--- src/rtl/rc5_req_arbiter.sv ---
// Two-client round-robin front end for a single rc5_core: latches the granted request,
// reloads the core key only when it changes, and guards each core handshake with a watchdog.
module rc5_req_arbiter #(
  parameter int unsigned TIMEOUT = 1024
) (
  input  logic         clk,
  input  logic         rst,
  input  logic         req_a,
  input  logic         req_b,
  input  logic [127:0] key_a,
  input  logic [127:0] key_b,
  input  logic [63:0]  din_a,
  input  logic [63:0]  din_b,
  input  logic         flag_a,
  input  logic         flag_b,
  output logic         ack_a,
  output logic         ack_b,
  output logic [63:0]  res,
  output logic         err,
  output logic         busy,
  output logic         core_flag,
  output logic [127:0] core_key,
  output logic         core_key_en,
  input  logic         core_key_ok,
  output logic [63:0]  core_din,
  output logic         core_din_en,
  input  logic [63:0]  core_dout,
  input  logic         core_dout_en
);

  typedef enum logic [2:0] {
    S_IDLE, S_KEY_LOAD, S_KEY_WAIT, S_DATA_ISSUE, S_DATA_WAIT, S_RESP
  } state_t;

  state_t         r_state;
  state_t         w_next;
  logic   [127:0] r_key;
  logic   [63:0]  r_din;
  logic           r_flag;
  logic           r_owner_b;
  logic           r_rr_ptr;
  logic   [127:0] r_loaded_key;
  logic           r_key_valid;
  logic   [15:0]  r_wdog;
  logic   [63:0]  r_res;
  logic           r_err;

  logic           w_grant_valid;
  logic           w_grant_b;
  logic   [127:0] w_sel_key;
  logic           w_wdog_expired;

  // With both requests high, r_rr_ptr (0 = A, 1 = B) decides.
  assign w_grant_valid  = req_a | req_b;
  assign w_grant_b      = req_b & (~req_a | r_rr_ptr);
  assign w_sel_key      = w_grant_b ? key_b : key_a;
  assign w_wdog_expired = (r_wdog == 16'(TIMEOUT - 1));

  // NOTE: every signal driven in always_comb gets a default first, otherwise a path
  // that forgets to assign it infers a latch.
  always_comb begin
    w_next = r_state;
    unique case (r_state)
      S_IDLE: begin
        if (w_grant_valid) begin
          if (!r_key_valid || (w_sel_key != r_loaded_key)) w_next = S_KEY_LOAD;
          else                                             w_next = S_DATA_ISSUE;
        end
      end
      S_KEY_LOAD:   w_next = S_KEY_WAIT;
      S_KEY_WAIT: begin
        if (core_key_ok)         w_next = S_DATA_ISSUE;
        else if (w_wdog_expired) w_next = S_RESP;
      end
      S_DATA_ISSUE: w_next = S_DATA_WAIT;
      S_DATA_WAIT: begin
        if (core_dout_en || w_wdog_expired) w_next = S_RESP;
      end
      S_RESP:       w_next = S_IDLE;
      default:      w_next = S_IDLE;
    endcase
  end

  // NOTE: sequential state uses non-blocking assignments so every register samples
  // pre-edge values regardless of statement order.
  always_ff @(posedge clk or negedge rst) begin
    if (!rst) begin
      r_state      <= S_IDLE;
      r_key        <= '0;
      r_din        <= '0;
      r_flag       <= 1'b0;
      r_owner_b    <= 1'b0;
      r_rr_ptr     <= 1'b0;
      r_loaded_key <= '0;
      r_key_valid  <= 1'b0;
      r_wdog       <= '0;
      r_res        <= '0;
      r_err        <= 1'b0;
    end else begin
      r_state <= w_next;

      if (r_state == S_IDLE && w_grant_valid) begin
        r_key     <= w_sel_key;
        r_din     <= w_grant_b ? din_b  : din_a;
        r_flag    <= w_grant_b ? flag_b : flag_a;
        r_owner_b <= w_grant_b;
        r_rr_ptr  <= ~w_grant_b;
      end

      if (r_state == S_KEY_LOAD || r_state == S_DATA_ISSUE) r_wdog <= '0;
      else if (r_state == S_KEY_WAIT || r_state == S_DATA_WAIT) r_wdog <= r_wdog + 16'd1;

      // A handshake arriving on the expiry cycle wins over the abort.
      if (r_state == S_KEY_WAIT) begin
        if (core_key_ok) begin
          r_loaded_key <= r_key;
          r_key_valid  <= 1'b1;
        end else if (w_wdog_expired) begin
          r_key_valid <= 1'b0;
          r_res       <= '0;
          r_err       <= 1'b1;
        end
      end

      if (r_state == S_DATA_WAIT) begin
        if (core_dout_en) begin
          r_res <= core_dout;
          r_err <= 1'b0;
        end else if (w_wdog_expired) begin
          r_key_valid <= 1'b0;
          r_res       <= '0;
          r_err       <= 1'b1;
        end
      end
    end
  end

  assign busy        = (r_state != S_IDLE);
  assign core_key_en = (r_state == S_KEY_LOAD);
  assign core_din_en = (r_state == S_DATA_ISSUE);
  assign core_key    = r_key;
  assign core_din    = r_din;
  assign core_flag   = r_flag;
  assign ack_a       = (r_state == S_RESP) & ~r_owner_b;
  assign ack_b       = (r_state == S_RESP) &  r_owner_b;
  assign res         = (r_state == S_RESP) ? r_res : 64'd0;
  assign err         = (r_state == S_RESP) & r_err;

endmodule

--- config.mk ---
export PLATFORM = sky130hd
export DESIGN_NAME = rc5_req_arbiter
export DESIGN_NICKNAME = d
export VERILOG_FILES = /design/src/rtl/rc5_req_arbiter.sv
export SDC_FILE = /design/constraint.sdc
export NUM_CORES = 1
export LEC_CHECK = 0
export ABC_AREA = 1
export CELL_PAD_IN_SITES_DETAIL_PLACEMENT = 0
export CELL_PAD_IN_SITES_GLOBAL_PLACEMENT = 1
export CORE_AREA = 4 4 281 283
export CTS_CLUSTER_SIZE = 24
export DETAILED_ROUTE_END_ITERATION = 12
export DIE_AREA = 0 0 285 287
export DONT_BUFFER_PORTS = 1
export PLACE_DENSITY_LB_ADDON = 0.12
export SYNTH_ARGS = -nofsm -noshare
export SYNTH_HDL_FRONTEND = slang
export SYNTH_SLANG_ARGS = --single-unit
--- constraint.sdc ---
create_clock -name clk -period 5.46 [get_ports clk]
set_input_delay 0.273 -clock clk [delete_from_list [all_inputs] [get_ports clk]]
set_output_delay 0.273 -clock clk [all_outputs]
set_load 0.01 [all_outputs]
=== After elaboration in Yosys (flattened, before gate mapping) ===
Index checks and enable logic that the tools add are counted.

* Output and inout port bits: 263
* Word-level logic and storage cells: 72
* Flip-flop bits (word level): 408

* Equality and inequality tests: 10
* Bitwise operators: 9
* Add/subtract/negate cells: 1
* Mux-type cells: 30
* Reductions and logical operators: 11

{| class="wikitable"
|+ Operators by type and width
! cell !! count
|-
| two-way mux 64 bit || 8
|-
| two-way mux 128 bit || 1
|-
| != test 128 bit || 1
|-
| two-way mux 16 bit || 2
|-
| adder 16 x 1 -> 16 bit, second input constant || 1
|-
| == test 16 x 10 -> 1 bit, second input constant || 1
|-
| case mux 3 bit (5 select lines) || 1
|-
| two-way mux 1 bit || 13
|-
| two-way mux 3 bit || 4
|-
| == test 3 x 2 -> 1 bit, second input constant || 2
|-
| == test 3 bit, second input constant || 2
|-
| AND 1 bit || 4
|-
| logical OR 1 bit || 4
|-
| != test 2 bit, second input constant || 2
|-
| == test 3 x 1 -> 1 bit, second input constant || 1
|-
| logical NOT 3 bit || 1
|-
| != test 3 bit, second input constant || 1
|-
| NOT 1 bit || 3
|-
| AND reduction 3 bit || 1
|-
| nonzero test 3 bit || 1
|-
| two-way mux 2 bit || 1
|-
| bitwise OR 1 bit || 2
|-
| AND reduction 2 bit || 1
|-
| nonzero test 2 bit || 1
|-
| other kinds (2) || 2
|}

=== Longest topological paths before layout ===
Gate-level depths: netlist of the first run.

* Depth after elaboration: 9
* Depth in mapped cells: 18
* Mapped depth without buffers: 16

=== Least setup slack after synthesis of the first run ===
Ideal clock, no wire load.

* Kind: reg-to-reg
* From: reg r_state[2]
* To: reg r_wdog[14]
* Setup time: 0.119 ns
* Stages on the path, launching flop included: 13
* Arrival: 1.741 ns
* Slack: 3.600 ns
* Cell sequence: dfrtp_1 > nor2_1 > inv_1 > nand2_2 > nand2_1 > inv_2 > nand3_1 > nor2_1 > nand2_1 > nor3b_2 > nand3_1 > nand2_1 > nor2_1

* Longest elaborated chain between the ends: 3
* Elaborated cells between the ends (all ways): 8
* Classes of those cells: eq/ne: 4; mux: 1; reduce/logical: 3

{| class="wikitable"
|+ RTL lines
! item !! RTL line !! text
|-
| start, declared || 35 || <nowiki>state_t r_state;</nowiki>
|-
| start signal, assigned || 100 || <nowiki>r_state <= w_next;</nowiki>
|-
| == test 3 x 1 -> 1 bit, or another cell as far along || 110 || <nowiki>if (r_state == S_KEY_LOAD || r_state == S_DATA_ISSUE) r_wdog <= '0;</nowiki>
|-
| logical OR 1 bit, on equally long branches || 110, 111 ||
|-
| two-way mux 16 bit / nonzero test 2 bit (equally long branches) || -- ||
|-
| end signal, assigned || 111 || <nowiki>else if (r_state == S_KEY_WAIT || r_state == S_DATA_WAIT) r_wdog <= r_wdog + 16'd1;</nowiki>
|-
| end, declared || 44 || <nowiki>logic [15:0] r_wdog;</nowiki>
|}

Parallel ways exist; a longest one is shown, timed or not.
A chain may end at the register's enable or synchronous reset.

=== Final worst setup path of the first run ===
* From: reg r_state[1]
* To: reg r_key[33] (netlist: core_key[33])

* Longest elaborated chain between the ends: 2

{| class="wikitable"
|+ RTL lines
! item !! RTL line !! text
|-
| logical NOT 3 bit || 102 || <nowiki>if (r_state == S_IDLE && w_grant_valid) begin</nowiki>
|-
| logical AND 1 bit || 102 ||
|-
| end signal, assigned || 103 || <nowiki>r_key <= w_sel_key;</nowiki>
|-
| end, declared || 37 || <nowiki>logic [127:0] r_key;</nowiki>
|}

No other way between the ends.

==> impl_results.md, run 1 <==
- Result of the run: finished with violations
- Violations in the final reports: negative hold slack
- Share of the synthesized area in the top cell type: 47.6%
- Avg WL per Cell: approximately 20 um
- Number of H-tree levels: 2
- Hold buffer count at CTS: between 400 and 500
- Endpoint required time on the critical path: 5.98 ns
- Met2 capacity usage during global routing: 36.8%
- Final core occ: a little under two fifths
- Via count of the first global-routing pass: between 20000 and 25000
- Number of failing setup endpoints in the final timing report: 0
- Number of instances resized during post-cts repair: 0
- Crit Path Class: reg -> reg
- Post-synthesis sequential area ratio: 47.6%
- Worst-Margin Slew: about 1.4 ns
- Worst hold margin: -0.624 ns
- Grt met1 use: roughly a quarter
- Floorplan row count: 102
- Global routing usage on met3: ~6.6%
- CP Max Fanout: 78
- Post-synthesis cell type count: 31
- Worst min-delay path category: in -> async
- Clock tree root driver cell: clkbuf_16
- Final-report max-slew violation count: 0
- Flip-flop and latch count after synthesis: 408
- Fraction of layout cells with a size suffix above 1: under 10%
- Aggregate routed wire length: just over 90 mm
- Nets: ~3800
- RSZ-0062 raised after global routing: no
- Via count: about 21000
- Total Die Area: 81800 um^2
- Synthesized area per cell: 7.16 um^2
- Part of the cycle the worst path needs: 70.7%
- # Post-CTS Setup Buffers: 0
- Port-buffer cells: 0
- Layout fillers: roughly 8000
- Max-capacitance violation count: 0
- Largest vdd supply drop: 408 uV
- Peak-usage layer in the global routing report: met2
- Placed wire-length estimate after detailed placement: 59.9 mm
- Overflow left after global routing: 0
- Clock share of power: 23.7%
- Setup TNS after final layout: 0 ns
- DRC violation count after routing: 0
- Number of ports placed on the die boundary: ~700
- Post-synthesis cell count: 2993
- Net switching power: 6.15 mW
- Leakage power: between 10 and 15 nW
- Reg2reg start: r_state[1]$_DFFE_PN0P_
- Count of routing violations after the opening detailed-route iteration: between 1000 and 1500
- CP arrival: 4.38 ns
- Layout overhead on the synthesized area: 34.6%
- Largest buffer count on any clock path: 3
- Post-Layout Inst Area: 28800 um^2
- Worst reg2reg path endpoint: core_key[33]$_DFFE_PN0P_
- Proportion of total power due to net switching: 41.6%
- Setup crit start kind: flip-flop
- Nets in the synthesized netlist: 3450
- Clk_lat worst skew: 0.60 ns
- Global routing usage summed across all routing layers: approximately 22%
- Proportion of power drawn by flip-flops and latches: about 41%
- Number of antenna violations at the first check in global routing: 23
- Antenna violation net count after detailed routing: 0
- Cell taking the most area after synthesis: dfrtp_1
- Width of the die: between 200 and 300 um
- Drt via density: ~4.8
- Clock tree from TritonCTS: done
- Proportion of power drawn by combinational gates: between 30 and 40%
- R2R Setup Slk: 1.60 ns
- Clock-pin slew on the worst setup and hold paths: about 0.070 ns
- Worst clock skew: about 0.016 ns
- Worst R2R Path Depth: 10
- Endpoints failing hold: between 400 and 500
- Power Dens Cells: 512 nW/um^2
- Mapped cell area: approximately 21000 um^2
- CTS sink cnt: slightly above 400
- Iteration count of the initial detailed-routing pass: 5
- CTS Buf Count: 52
- Global-route wire length before repair: between 100 and 150 mm
- Leading post-synthesis cells by cell area: dfrtp_1, nand2_1, nand3_1
- Initial Utilization: roughly 28%
- Floorplan Core Area: around 77000 um^2
- Worst slew margin relative to its limit: just under 10%
- Placed standard-cell area: 22300 um^2
- Maximum achievable frequency: approximately 0.26 GHz
- Routability cong.: approximately 0.83
- Die Ht: ~290 um
- Cell internal pwr: 8.62 mW
- Pin count of the biggest net entering global routing: between 400 and 500
- Number of synthesis warnings: 0
- Final critical-path required period: 3.86 ns
- Capturing element type of the critical path: flip-flop
layout by cell type (no fill, tap or decap), types with 11 or more instances in the layout:
master         instances
a21oi_1               15
buf_4                 11
clkbuf_1              14
clkbuf_16             54
clkbuf_8              11
dfrtp_1              408
diode_2               17
dlygate4sd3_1        483
inv_1                360
nand2_1              949
nand3_1              535
nand3b_1              79
nor2_1               162
o21ai_0              267
metrics by stage:
step,total power [mW],hold WS [ns],worst slack (ns),std cells
6_report,14.8,-0.624,1.60,4471
5_1_grt,15.9,-0.663,1.37,4462
4_1_cts,15.0,-0.666,1.58,4454
3_5_place_dp,10.4,-0.00932,1.67,3878
3_3_place_gp,10.4,-0.0104,1.71,3878
2_1_floorplan,8.75,-0.0226,3.60,2993
kinds of logic (layout without fill, tap and decap cells):
logic type	Yosys count	count (layout)	synth area share [%]
AO/OA/AOI/OAI	295	295	7.04
XOR/XNOR	2	2	0.0818
adder cells (fa/ha/maj)	1	1	0.0584
buffers and inverters	533	954	9.64
flip-flops	408	408	47.6
other	0	17	0
AND/OR/NAND/NOR	1754	1754	35.5
worst max-delay path, cell delays in order, from the launching register on:
cell           delay [ns]
dfrtp_1              0.44
nor2_1               0.16
inv_1                0.08
nor2_4               0.08
inv_1                0.21
a21oi_4              0.27
buf_4                0.68
buf_4                0.84
nand3_1              0.17
dlygate4sd3_1        0.62
nand2_1              0.06
sequential cells by signal, summed over array words and instances (netlist names):
signal / cells
r_key_valid: 1
r_err: 1
r_wdog: 16
core_flag: 1
r_loaded_key: 128
r_owner_b: 1
r_res: 64
core_din: 64
r_state: 3
r_rr_ptr: 1
core_key: 128
synth_stat cells:
master and count:
buf_4 7, or2_2 1, inv_2 2, nand2_2 3, clkbuf_1 115, and3_1 1, xor2_1 2, nor3_2 1
o221a_2 2, nand3b_1 79, a22o_1 1, and2_1 3, nand4_1 4, a21oi_2 1, nor3b_2 1, nand3_1 537
buf_2 31, nand2_1 949, o211ai_1 1, nor4b_1 1, o21a_1 3, nor2_1 164, o22ai_1 1, dfrtp_1 408
buf_1 17, o21ai_0 267, nor3_1 10, inv_1 361, ha_1 1, o21ai_1 3, a21oi_1 16
worst max-delay path by stage:
stage | end | cells past startpoint | startpoint
after floorplan | r_wdog[14]$_DFFE_PN0P_ | 12 | r_state[2]$_DFFE_PN0P_
after global placement | r_state[1]$_DFFE_PN0P_ | 15 | r_rr_ptr$_DFFE_PN0P_
after detailed placement | r_state[1]$_DFFE_PN0P_ | 15 | r_rr_ptr$_DFFE_PN0P_
after CTS | core_key[29]$_DFFE_PN0P_ | 10 | r_state[1]$_DFFE_PN0P_
after global routing | core_key[29]$_DFFE_PN0P_ | 10 | r_state[1]$_DFFE_PN0P_
final | core_key[33]$_DFFE_PN0P_ | 10 | r_state[1]$_DFFE_PN0P_
power by group through the flow:
stage	Sequential, mW	Combinational [mW]	Clock (mW)
finish	6.02	5.25	3.50
global route	6.19	6.01	3.73
CTS	6.05	5.29	3.62
detailed placement	6.08	4.37	0
global placement	6.08	4.27	0
floorplan	5.48	3.27	0
layer usage:
layer	share of wire [%]	vias up
met5	0.11	-
met4	2.8	14
met3	8.4	155
met2	48	709
met1	40	10300
li1	-	10300
final cells by class:
type | count | area, um^2 | share of cell area, %
Antenna cell | 17 | 42.5 | 0.147
Clock buffer | 79 | 1560 | 5.39
Clock inverter | 14 | 143 | 0.495
Inverter | 363 | 1370 | 4.75
Multi-Input combinational cell | 2052 | 9220 | 32.0
Sequential cell | 408 | 10200 | 35.4
Tap cell | 1040 | 1300 | 4.51
Timing Repair Buffer | 498 | 5000 | 17.3
Note: power is estimated with default switching activity, not from simulation.
==> run 2, diff against run 1 <==
- clock period: 5.46 -> 3.4 ns (I/O delays scaled with it)
==> run 2 against run 1 <==
Effect of this change: maximum frequency increased by 28%; clock skew decreased by 0.0017 ns; core utilization increased by 0.62 points; design area increased by 1.6%; the run still ends with negative hold slack left; die area unchanged; register-to-register slack got worse by 1.2 ns; power increased by 62%; first-iteration DRC count decreased by 0.95%; critical path type unchanged; worst setup slack got worse by 1.2 ns.
==> impl_results.md, run 2 (same netlist as run 1, synthesis figures left out) <==
- Result of the run: finished with violations (unchanged)
- Violations in the final reports: negative hold slack (unchanged)
- Worst min-delay path category: in -> async (unchanged)
- DRC violation count after routing: 0 (unchanged)
- Cell at the slowest stage of the critical path: dfrtp_1 (was buf_4)
- Post-Layout Inst Area: 29300 um^2 (was 28800 um^2)
- Worst slew margin relative to its limit: 33.3% (was 9.83%)
- DP Worst Slack: 0.161 ns (was 1.67 ns)
- Clock-pin slew on the worst setup and hold paths: 0.06 ns (was 0.07 ns)
- Fraction of layout cells with a size suffix above 1: 3.62% (was 3.25%)
- Crit Path Class: reg -> reg (unchanged)
- Port-buffer cells: 0 (unchanged)
- Final-report max-slew violation count: 0 (unchanged)
- Count of routing violations after the opening detailed-route iteration: 1352 (was 1365)
- Setup TNS after final layout: 0 ns (unchanged)
- Avg WL per Cell: 20.6 um (was 20.5 um)
- Nets: 3875 (was 3832)
- Routability cong.: 0.822 (was 0.833)
- Placed standard-cell area: 22400 um^2 (was 22300 um^2)
- Via count of the first global-routing pass: 22200 (was 21900)
- Leading cell type in the layout, fill and taps excluded: nand2_1 (unchanged)
- RSZ-0062 raised after global routing: no (unchanged)
- Endpoint required time on the critical path: 3.92 ns (was 5.98 ns)
- Max-capacitance violation count: 0 (unchanged)
- Width of the die: 285 um (unchanged)
- Initial Utilization: 27.9% (unchanged)
- Iteration count of the initial detailed-routing pass: 5 (unchanged)
- Endpoints failing hold: 408 (unchanged)
- Maximum achievable frequency: 0.331 GHz (was 0.259 GHz)
- Setup crit start kind: flip-flop (unchanged)
- Worst-Margin Slew: 1.00 ns (was 1.35 ns)
- Worst hold margin: -0.718 ns (was -0.624 ns)
- CTS Buf Count: 52 (unchanged)
- Most frequent cells in the layout: nand2_1, nand3_1, dlygate4sd3_1 (unchanged)
- CTS sink cnt: 408 (unchanged)
- Most used cell along the critical path: nand2_1
- Min setup slack post-route: 0.382 ns (was 1.60 ns)
- Total Die Area: 81800 um^2 (unchanged)
- Peak-usage layer in the global routing report: met2 (unchanged)
- Aggregate routed wire length: 92.6 mm (was 91.5 mm)
- Number of antenna violations at the first check in global routing: 15 (was 23)
- Critical Path, Cell by Cell: inv_1, nand2_8, nand2_8, buf_12, nand2_1, nand3_1, nand2_1, nor2_1, nand2_1, nor2_1, nand2_1, nor2_1, nand3_1, o21ai_1, nand2_1, nand2_1 (was nor2_1, inv_1, nor2_4, inv_1, a21oi_4, buf_4, buf_4, nand3_1, dlygate4sd3_1, nand2_1)
- Timing startpoint of the critical path: r_rr_ptr$_DFFE_PN0P_ (was r_state[1]$_DFFE_PN0P_)
- Total power draw: 23.9 mW (was 14.8 mW)
- Drt via density: 4.83 (was 4.79)
- Clock tree root driver cell: clkbuf_16 (unchanged)
- Part of the cycle the worst path needs: 88.8% (was 70.7%)
- Largest vdd supply drop: 740 uV (was 408 uV)
- Antenna violation net count after detailed routing: 0 (unchanged)
- Clock tree from TritonCTS: done (unchanged)
- Largest buffer count on any clock path: 3 (unchanged)
- Via count: 21800 (was 21400)
- Floorplan Core Area: 76700 um^2 (unchanged)
- CP Max Fanout: 48 (was 78)
- Grt met1 use: 26.9% (was 26.4%)
- Global routing usage on met3: 5.84% (was 6.65%)
- Clk_lat worst skew: 0.59 ns (was 0.60 ns)
- Leakage power: 14.0 nW (was 13.8 nW)
- Kind of cell adding the most delay to the critical path: simple AND/OR/NAND/NOR gates (was buffers and inverters)
- Placed wire-length estimate after detailed placement: 60.7 mm (was 59.9 mm)
- CP arrival: 3.54 ns (was 4.38 ns)
- Maximum single-stage delay on the critical path: 0.36 ns (was 0.84 ns)
- Overflow left after global routing: 0 (unchanged)
- Floorplan row count: 102 (unchanged)
- Number of H-tree levels: 2 (unchanged)
- Final critical-path required period: 3.02 ns (was 3.86 ns)
- Number of ports placed on the die boundary: 719 (unchanged)
- Power Dens Cells: 815 nW/um^2 (was 512 nW/um^2)
- Number of cells in the finished layout apart from fillers: 4502 (was 4471)
- Post-Place Cells: 3888 (was 3878)
- Layout overhead on the synthesized area: 36.8% (was 34.6%)
- Worst clock skew: 0.0145 ns (was 0.0162 ns)
- Global-route wire length before repair: 139 mm (was 137 mm)
- Met2 capacity usage during global routing: 37.7% (was 36.8%)
- Pin count of the biggest net entering global routing: 409 (unchanged)
- Global routing usage summed across all routing layers: 21.8% (was 21.5%)
- Crit path buf inv count: 2 (was 5)
- Reg2reg start: r_rr_ptr$_DFFE_PN0P_ (was r_state[1]$_DFFE_PN0P_)
- Number of failing setup endpoints in the final timing report: 0 (unchanged)
- Die Ht: 287 um (unchanged)
- Capturing element type of the critical path: flip-flop (unchanged)
- Hold buffer count at CTS: 515 (was 483)
-- run 2: cell types whose count changed in the layout (fill, tap and decap cells not counted) --
cell / delta
buf_4: +4
clkbuf_1: -3
bufinv_16: -1
clkbuf_16: -1
clkbuf_8: +7
nand2_4: +1
inv_6: +1
clkinv_8: -1
diode_2: -11
buf_12: +6
dlygate4sd3_1: +31
clkinv_2: -1
buf_16: +1
clkinvlp_4: -2
-- run 2: final timing paths --
check | depth (start not counted) | slack, ns | end
max in group asynchronous | 0 | 3.29 | core_din[48]$_DFFE_PN0P_
hold reg to reg | 1 | 0.48 | r_wdog[7]$_DFFE_PN0P_
setup reg to reg | 16 | 0.38 | r_state[1]$_DFFE_PN0P_
hold / removal | 0 | -0.72 | r_loaded_key[30]$_DFFE_PN0P_
min in group clk | 3 | 0.03 | core_key[72]$_DFFE_PN0P_
setup / recovery | 16 | 0.38 | r_state[1]$_DFFE_PN0P_
-- run 2: final cells by class --
class / count / area (um^2)
flip-flops and latches: 408 / 10200
clock buffers: 82 / 1620
repair buffers: 540 / 5490
inverters: 363 / 1370
fillers: 7965 / 47400
diodes: 6 / 15.0
multi-input cells: 2053 / 9240
clock inverters: 10 / 85.1
well taps: 1040 / 1300
-- run 2: repair_timing --
action	in CTS	in global routing
setup endpoints to repair	0	1
gates resized for setup	0	0
buffers inserted	0	0
hold endpoints to repair	669	408
-- run 2: layer usage --
metal,vias to the layer above,part of all wire [%]
li1,10400,-
met4,12,2.8
met5,-,0.076
met3,146,7.5
met2,719,49
met1,10500,41
-- run 2: stage by stage --
stage          hold slack [ns]  utilization, %
2_1_floorplan           -0.126               -
3_3_place_gp            -0.110            29.2
3_5_place_dp            -0.109            29.2
4_1_cts                 -0.763            38.2
5_1_grt                 -0.766            38.2
6_report                -0.718            38.2
-- run 2: power breakdown --
part	switching, mW	internal [mW]	total (mW)
registers	2.53	7.13	9.66
logic	5.10	3.58	8.68
clock network	2.24	3.30	5.54
total	9.87	14.0	23.9
